## src/rtl/fifo_word_packer_if.sv

```systemverilog
// fifo_word_packer_if
//   Bundles the byte-FIFO read side and the packed-word output side of the
//   word packer.
//   Valid/ready rule for the word side: a word transfers on every rising edge
//   where word_valid && word_ready. Once word_valid rises it stays high, and
//   word_out/word_bytes stay stable, until that transfer happens.
//   FIFO side: fifo_rd is a request. It is accepted on an edge where
//   !fifo_empty, and the byte then arrives one cycle later with
//   fifo_data_valid.
//   Modports:
//     master : the packer (drives fifo_rd and word_*)
//     slave  : FIFO + downstream consumer (drives fifo_* inputs, flush, word_ready)
interface fifo_word_packer_if #(
    parameter int DATA_WIDTH = 8,
    parameter int PACK_RATIO = 4,
    parameter int CNT_WIDTH  = 3
);
    localparam int WORD_WIDTH = DATA_WIDTH * PACK_RATIO;

    logic                  fifo_empty;
    logic                  fifo_rd;
    logic [DATA_WIDTH-1:0] fifo_data;
    logic                  fifo_data_valid;
    logic                  flush;
    logic [WORD_WIDTH-1:0] word_out;
    logic [CNT_WIDTH-1:0]  word_bytes;
    logic                  word_valid;
    logic                  word_ready;

    modport master (
        input  fifo_empty, fifo_data, fifo_data_valid, flush, word_ready,
        output fifo_rd, word_out, word_bytes, word_valid
    );

    modport slave (
        output fifo_empty, fifo_data, fifo_data_valid, flush, word_ready,
        input  fifo_rd, word_out, word_bytes, word_valid
    );
endinterface

```

## src/rtl/fifo_word_packer.sv

```systemverilog
// fifo_word_packer
//   Pops bytes from a FIFO that has one cycle of read latency. Packs
//   PACK_RATIO bytes into one word, first byte in the LSBs. Offers the word
//   on a valid/ready handshake. A flush releases a partial word; its unfilled
//   upper bytes are zero.
//   Ports:
//     clk        rising-edge clock
//     clear      asynchronous active-high reset; partial bytes are discarded
//     bus        fifo_word_packer_if.master (FIFO read side + word output side)
//     state_dbg  current FSM state (0 = COLLECT, 1 = HOLD)
module fifo_word_packer #(
    parameter int DATA_WIDTH = 8,
    parameter int PACK_RATIO = 4,
    parameter int CNT_WIDTH  = 3
) (
    input  logic                clk,
    input  logic                clear,
    fifo_word_packer_if.master  bus,
    output logic                state_dbg
);
    localparam int WORD_WIDTH = DATA_WIDTH * PACK_RATIO;
    localparam logic [CNT_WIDTH-1:0] FULL = CNT_WIDTH'(PACK_RATIO);
    localparam logic [CNT_WIDTH-1:0] LAST = CNT_WIDTH'(PACK_RATIO - 1);

    typedef enum logic {
        COLLECT = 1'b0,
        HOLD    = 1'b1
    } state_t;

    state_t                state;
    logic [CNT_WIDTH-1:0]  count;     // bytes captured into the current word
    logic                  pending;   // read accepted last edge, byte arrives this cycle
    logic [WORD_WIDTH-1:0] word_r;
    logic [CNT_WIDTH-1:0]  bytes_r;
    logic                  valid_r;

    logic [CNT_WIDTH-1:0]  in_flight;
    logic                  flush_go;
    logic                  rd;

    // Bytes already held plus the one still on its way from the FIFO. This
    // sum is compared with PACK_RATIO, so a word can never be overfilled.
    assign in_flight = count + CNT_WIDTH'(pending);

    // A flush waits for any outstanding byte. Then the partial word contains
    // every byte that has been popped.
    assign flush_go = bus.flush && (count != '0) && !pending;

    assign rd = !clear && (state == COLLECT) && !bus.fifo_empty
                && (in_flight < FULL) && !flush_go;

    assign bus.fifo_rd    = rd;
    assign bus.word_out   = word_r;
    assign bus.word_bytes = bytes_r;
    assign bus.word_valid = valid_r;
    assign state_dbg      = state;

    always_ff @(posedge clk or posedge clear) begin
        if (clear) begin
            state   <= COLLECT;
            count   <= '0;
            pending <= 1'b0;
            word_r  <= '0;
            bytes_r <= '0;
            valid_r <= 1'b0;
        end else begin
            // rd already includes !fifo_empty.
            pending <= rd;
            unique case (state)
                COLLECT: begin
                    if (bus.fifo_data_valid) begin
                        word_r[int'(count) * DATA_WIDTH +: DATA_WIDTH] <= bus.fifo_data;
                        count <= count + 1'b1;
                        if (count == LAST) begin
                            state   <= HOLD;
                            valid_r <= 1'b1;
                            bytes_r <= FULL;
                        end
                    end else if (flush_go) begin
                        // Upper bytes are still zero from the last clear of word_r.
                        state   <= HOLD;
                        valid_r <= 1'b1;
                        bytes_r <= count;
                    end
                end
                HOLD: begin
                    // The byte FIFO cannot deliver here because fifo_rd is low.
                    // Any stray fifo_data_valid is therefore ignored.
                    if (bus.word_ready) begin
                        state   <= COLLECT;
                        valid_r <= 1'b0;
                        count   <= '0;
                        word_r  <= '0;
                        bytes_r <= '0;
                    end
                end
                default: state <= COLLECT;
            endcase
        end
    end
endmodule
```

## src/flat_wrapper.sv

```systemverilog
// flat-port wrapper written by rule: the top's interface ports become plain ports
module fifo_word_packer_flat 
#(
    parameter int DATA_WIDTH = 8,
    parameter int PACK_RATIO = 4,
    parameter int CNT_WIDTH  = 3
)
  (clk, clear, state_dbg, bus_fifo_empty, bus_fifo_data, bus_fifo_data_valid, bus_flush, bus_word_ready, bus_fifo_rd, bus_word_out, bus_word_bytes, bus_word_valid);
  fifo_word_packer_if #(.DATA_WIDTH(DATA_WIDTH), .PACK_RATIO(PACK_RATIO), .CNT_WIDTH(CNT_WIDTH)) bus_i ();
  input  logic clk;
  input  logic clear;
  output logic state_dbg;
  input wire logic [$bits(bus_i.fifo_empty)-1:0] bus_fifo_empty;
  input wire logic [$bits(bus_i.fifo_data)-1:0] bus_fifo_data;
  input wire logic [$bits(bus_i.fifo_data_valid)-1:0] bus_fifo_data_valid;
  input wire logic [$bits(bus_i.flush)-1:0] bus_flush;
  input wire logic [$bits(bus_i.word_ready)-1:0] bus_word_ready;
  output wire logic [$bits(bus_i.fifo_rd)-1:0] bus_fifo_rd;
  output wire logic [$bits(bus_i.word_out)-1:0] bus_word_out;
  output wire logic [$bits(bus_i.word_bytes)-1:0] bus_word_bytes;
  output wire logic [$bits(bus_i.word_valid)-1:0] bus_word_valid;
  assign bus_i.fifo_empty = bus_fifo_empty;
  assign bus_i.fifo_data = bus_fifo_data;
  assign bus_i.fifo_data_valid = bus_fifo_data_valid;
  assign bus_i.flush = bus_flush;
  assign bus_i.word_ready = bus_word_ready;
  assign bus_fifo_rd = bus_i.fifo_rd;
  assign bus_word_out = bus_i.word_out;
  assign bus_word_bytes = bus_i.word_bytes;
  assign bus_word_valid = bus_i.word_valid;
  fifo_word_packer #(.DATA_WIDTH(DATA_WIDTH), .PACK_RATIO(PACK_RATIO), .CNT_WIDTH(CNT_WIDTH)) u_core (.clk(clk), .clear(clear), .bus(bus_i), .state_dbg(state_dbg));
endmodule
```

## config.mk

```make
export PLATFORM = sky130hd
export DESIGN_NAME = fifo_word_packer_flat
export DESIGN_NICKNAME = d
export VERILOG_FILES = /design/src/rtl/fifo_word_packer_if.sv /design/src/rtl/fifo_word_packer.sv /design/src/flat_wrapper.sv
export SDC_FILE = /design/constraint.sdc
export NUM_CORES = 1
export LEC_CHECK = 0
export CORE_UTILIZATION = 53
export DETAILED_ROUTE_END_ITERATION = 10
export PLACE_DENSITY = 0.91
export SETUP_SLACK_MARGIN = 0.2
export SYNTH_ARGS = -nofsm -noshare
export SYNTH_HDL_FRONTEND = slang
export SYNTH_SLANG_ARGS = --single-unit
```

## constraint.sdc

```tcl
create_clock -name clk -period 4.4 [get_ports clk]
set_input_delay 0.66 -clock clk [delete_from_list [all_inputs] [get_ports clk]]
set_output_delay 0.66 -clock clk [all_outputs]
set_load 0.02 [all_outputs]
```

==> Word-level counts from Yosys, hierarchy flattened <==
Cells that the tools add are included.
{ "op_classes": {"n_eq_ne": 5, "bitwise_logic": 1, "n_shift": 2, "n_reduce_logical": 13, "n_mux": 21, "addsub": 3, "n_lt_le_gt_ge": 1} }
{ "ops": {"columns": ["operator", "n"], "rows": [
  ["$mux W32", 2],
  ["$pmux W32 S2", 1],
  ["$neg A6 Y33", 1],
  ["$shift A8 B33 Y32 const A", 1],
  ["$shiftx A8 B33 Y32", 1],
  ["$bwmux W32", 1],
  ["$mux W3", 5],
  ["$pmux W3 S2", 2],
  ["$mux W1", 8],
  ["$logic_and A1 B1 Y1", 6],
  ["$logic_not A1 Y1", 4],
  ["$ne A2 B2 Y1 const B", 2],
  ["$pmux W1 S2", 2],
  ["$add A3 B1 Y3", 1],
  ["$add A3 B1 Y3 const B", 1],
  ["$eq A3 B2 Y1 const B", 1],
  ["$lt A3 B3 Y1 const B", 1],
  ["$ne A3 B2 Y1 const B", 1],
  ["$ne A3 B3 Y1 const B", 1],
  ["$reduce_and A3 Y1", 1],
  ["$reduce_bool A3 Y1", 1],
  ["$reduce_and A2 Y1", 1],
  ["$not A1 Y1", 1]
]} }
{ "word_totals": {"out_inout_bits": 38, "register_bits": 41, "inputBits": 14, "wordCells": 52} }

==> Logic depth before layout (Yosys ltp) <==
{ "depth": {"ltp_word": 6, "ltp_mapped": 9, "mapped_depth_nobuf": 6} }

==> Worst setup path before layout <==
Ideal clock, no wire load.
{ "synth_timing": {"path_type": "reg-to-output", "start": "register u_core.count[0]", "end": "output port bus_fifo_rd", "setup_slack_ps": 2015, "arrival_time_ps": 1725, "stages_incl_launch_ff": 8, "t_required_ps": 3740, "n_path_buf": 1, "cell_sequence": "dfrtp_1 > buf_6 > inv_1 > ha_1 > ha_1 > nor3b_1 > or4_1 > nor2_1"} }
{ "synth_via": {"elab_chain_len": 5, "word_cells_on_any_way": 8, "cone_classes": "1 x add/sub; 1 x order compare; 6 x reduce/logical"} }
{ "synth_lines": {"columns": ["item", "line_no", "text"], "rows": [
  ["start: declaration", "fifo_word_packer.sv:31", "logic [CNT_WIDTH-1:0] count;"],
  ["start signal: assignment", "fifo_word_packer.sv:73", "count <= count + 1'b1;"],
  ["branches (longest 4 deep; another with $add A3 B1 Y3)", null, null],
  ["$logic_and A1 B1 Y1 (*)", "fifo_word_packer.sv:50", "&& (in_flight < FULL) && !flush_go;"],
  ["end: declaration", "flat_wrapper.sv:18", "output wire logic [$bits(bus_i.fifo_rd)-1:0] bus_fifo_rd;"]
]} }
Mark *: on every way between the ends.

==> Worst setup path in the final report <==
Ends and elaborated chain as after synthesis.

==> results.py <==
metrics = {
    "routing": {
        "first_iter_violations": 100,
        "drt_pass1_iterations": 4,
        "post_drt_wl_per_cell_um": 17.66,
        "ant_nets": 0,
        "vias": 1756,
        "remaining_drc_errors": 0,
        "wirelength_um": 5069,
        "via_per_inst": 6.118,
    },
    "timing": {
        "layout_min_cycle_time_ns": 3.319,
        "relSlewSlack": 0.5210,
        "clock_skew_ns": 0.005318,
        "worst_slew_pin_slew_ns": 0.7178,
        "setup_violations": 0,
        "fmax_mhz": 301.3,
        "slew_violations": 0,
        "period_share": 0.7542,
        "setup-tns-final_ns": 0,
        "hold_viol": 0,
        "rsz0062_at_grt": "false",
    },
    "run": {
        "cap_viol_max_count": 0,
    },
    "critical_path": {
        "critPathKind": "reg -> out",
        "crit_arrival_ns": 2.66,
        "ff2ff_setup_slack_ns": 1.91,
        "critPathCaptureType": "output port",
        "worst_ep_required_time_ns": 3.74,
        "r2r_end": "u_core.bus.word_out[29]",
        "path_delay_family": "buffers and inverters",
        "critPathLaunch": "u_core.count[0]",
        "r2r_cells": 6,
        "cp_common_cell": "ha_1",
        "path_buf_inv": 2,
        "r2r_start": "u_core.count[0]",
        "cp_slowest_stage_delay_ns": 0.63,
        "critical_path_peak_fanout": 9,
        "worstPathCellList": "inv_1 > ha_1 > ha_1 > nor3b_1 > or4_1 > nor2_1 > clkdlybuf4s50_1",
        "cpMaxStageDelayCell": "clkdlybuf4s50_1",
        "startpoint_type": "register",
    },
    "global_routing": {
        "grt_pass1_wl_um": 8079,
        "gr-usage-all-layers": 0.2613,
        "grt_start_max_net_pins": 28,
        "grt_overflow": 0,
        "first_global_vias": 1668,
        "antenna_found_initial": 0,
    },
    "place": {
        "place_congestion": 0.8380,
        "port_buffers": 51,
        "placed_cells": 279,
        "dpl.hpwl_um": 3544,
    },
    "synth": {
        "synth_cell_type_count": 46,
        "synth_area_leaders": "dfrtp_1 (49%), mux2_2 (4.3%), ha_1 (3.6%), a31o_2 (3.3%), inv_1 (3.0%)",
        "yosysWarnings": 0,
        "yosys-top-cells-count": "dfrtp_1 (41), inv_1 (17), and3_1 (10)",
        "synth-edff-count": 0,
        "synth-seq-area-share": 0.4884,
        "yosysTopAreaCell": "dfrtp_1",
        "synthDominantCellAreaShare": 0.4884,
        "synth_flop_cell": "dfrtp_1",
        "syn_avg_cell_area_um2": 11.00,
        "synth.net_count": 211,
        "ys_seq_elements": 41,
        "netlist_instances": 191,
        "synth-async-reset-ratio": 1.000,
        "yosysMostFrequentCell": "dfrtp_1",
        "synthesis.area_um2": 2101,
    },
    "cts": {
        "postCtsSetupRepairBufs": 0,
        "clk_pin_slew_worst_paths_ns": 0.07,
        "cts_resized": 0,
        "cts-root-buf": "clkbuf_8",
        "cts_tree": "done",
        "clk-insertion-delay-late_ns": 0.29,
        "cts_sinks": 41,
        "clk_path_buf_depth": 2,
        "hold_buffers": 0,
        "cts_max_level": 2,
        "cts_buffers": 5,
    },
    "pwr": {
        "irDropWorstVdd_mv": 0.2720,
        "p_leak_nw": 1.262,
        "power_density_nw_per_um2": 557.7,
    },
    "floorplan": {
        "initial_core_util": 0.5612,
        "rows": 22,
        "core_area_um2": 3744,
        "io_pins": 52,
        "die_h_um": 64.96,
        "die-width_um": 64.96,
        "die-area_um2": 4219,
    },
    "final_layout": {
        "layout-drive-gt1-share": 0.1339,
        "final_nets": 258,
        "antenna_cells": 0,
        "area_growth_syn_to_layout_pct": 29.78,
        "final_cells": 287,
    },
    "hold_path": {
        "whs_path_depth": 1,
        "min_to": "u_core.bus.word_bytes[0]",
        "min_path_type": "reg -> reg",
        "min_from": "u_core.bus.word_bytes[0]",
    },
    "run_status": {
        "status": "finished, final reports clean",
    },
}
[report_power, final]
part	total (mW)	leakage [nW]	switching, mW	internal, mW
logic	0.656	0.642	0.360	0.295
clock network	0.311	0.0585	0.126	0.185
registers	0.554	0.562	0.104	0.450
total	1.52	1.26	0.590	0.931
[kinds of logic (layout without fill, tap and decap cells)]
logic type               count (synthesis)  count (layout)  share of synthesized area
adder cells (fa/ha/maj)                  6               6                    0.03573
XOR/XNOR                                 1               1                   0.004170
buffers and inverters                   29              77                    0.06313
multiplexers                            10              10                    0.05241
flip-flops                              41              41                     0.4884
AO/OA/AOI/OAI                           44              44                     0.1632
AND/OR/NAND/NOR                         60              60                     0.1930
[worst register-to-register path, stage by stage (launching register included)]
cell      delay [ns]
dfrtp_1         0.58
inv_1           0.15
ha_1            0.22
ha_1            0.48
nand4b_1        0.38
nand2_1         0.39
a31o_2          0.22
[layer usage]
layer | part of all wire | up-vias | GRT usage
met3 | 0.080 | 13 | 0.04754
met2 | 0.47 | 92 | 0.4232
met4 | 0.026 | 0 | 0.1250
li1 | - | 799 | -
met1 | 0.42 | 852 | 0.3360
met5 | 0 | - | 0
[how the worst max path moves through the flow]
| stage | to | slack [ns] | cells after the start |
|---|---|---|---|
| after floorplan | bus_fifo_rd | 2.02 | 7 |
| after global placement | bus_fifo_rd | 1.36 | 5 |
| after detailed placement | bus_fifo_rd | 1.28 | 5 |
| after CTS | bus_fifo_rd | 1.10 | 7 |
| after global routing | bus_fifo_rd | 0.93 | 7 |
| final | bus_fifo_rd | 1.08 | 7 |
[registers in the layout (all words and copies together) (netlist names)]
name / count
u_core.pending: 1
u_core.bus.word_valid: 1
u_core.bus.word_bytes: 3
u_core.bus.word_out: 32
u_core.count: 3
u_core.state_dbg: 1
[cells in the final DEF (no fill, tap or decap), types with 8 or more instances in the layout]
master / instances
o31ai_1: 8
clkdlybuf4s50_1: 51
inv_1: 17
nand2_1: 9
nand3_1: 9
and3_1: 10
mux2_2: 8
nor3_1: 8
dfrtp_1: 41
a31o_2: 8
[through the flow]
step	power, mW	hold WS, ns	worst slack [ns]	util	cell area [um^2]
after floorplan	0.9982	0.6106	2.015	-	2101
after global placement	1.187	0.4879	1.360	0.6972	2610
after detailed placement	1.205	0.4900	1.284	0.6972	2610
after CTS	1.517	0.5129	1.097	0.7283	2726
after global routing	1.597	0.5374	0.9298	0.7283	2726
final	1.520	0.5051	1.081	0.7283	2726
[layout make-up]
cell class / instances / area (um^2)
fill: 270 / 1017
clock buffer: 7 / 86.33
timing repair buffer: 52 / 518.0
clock inverter: 1 / 30.03
sequential: 41 / 1026
tap: 48 / 60.06
multi-input combinational: 121 / 942.2
inverter: 17 / 63.81
Power figures use the tool's default switching activity.
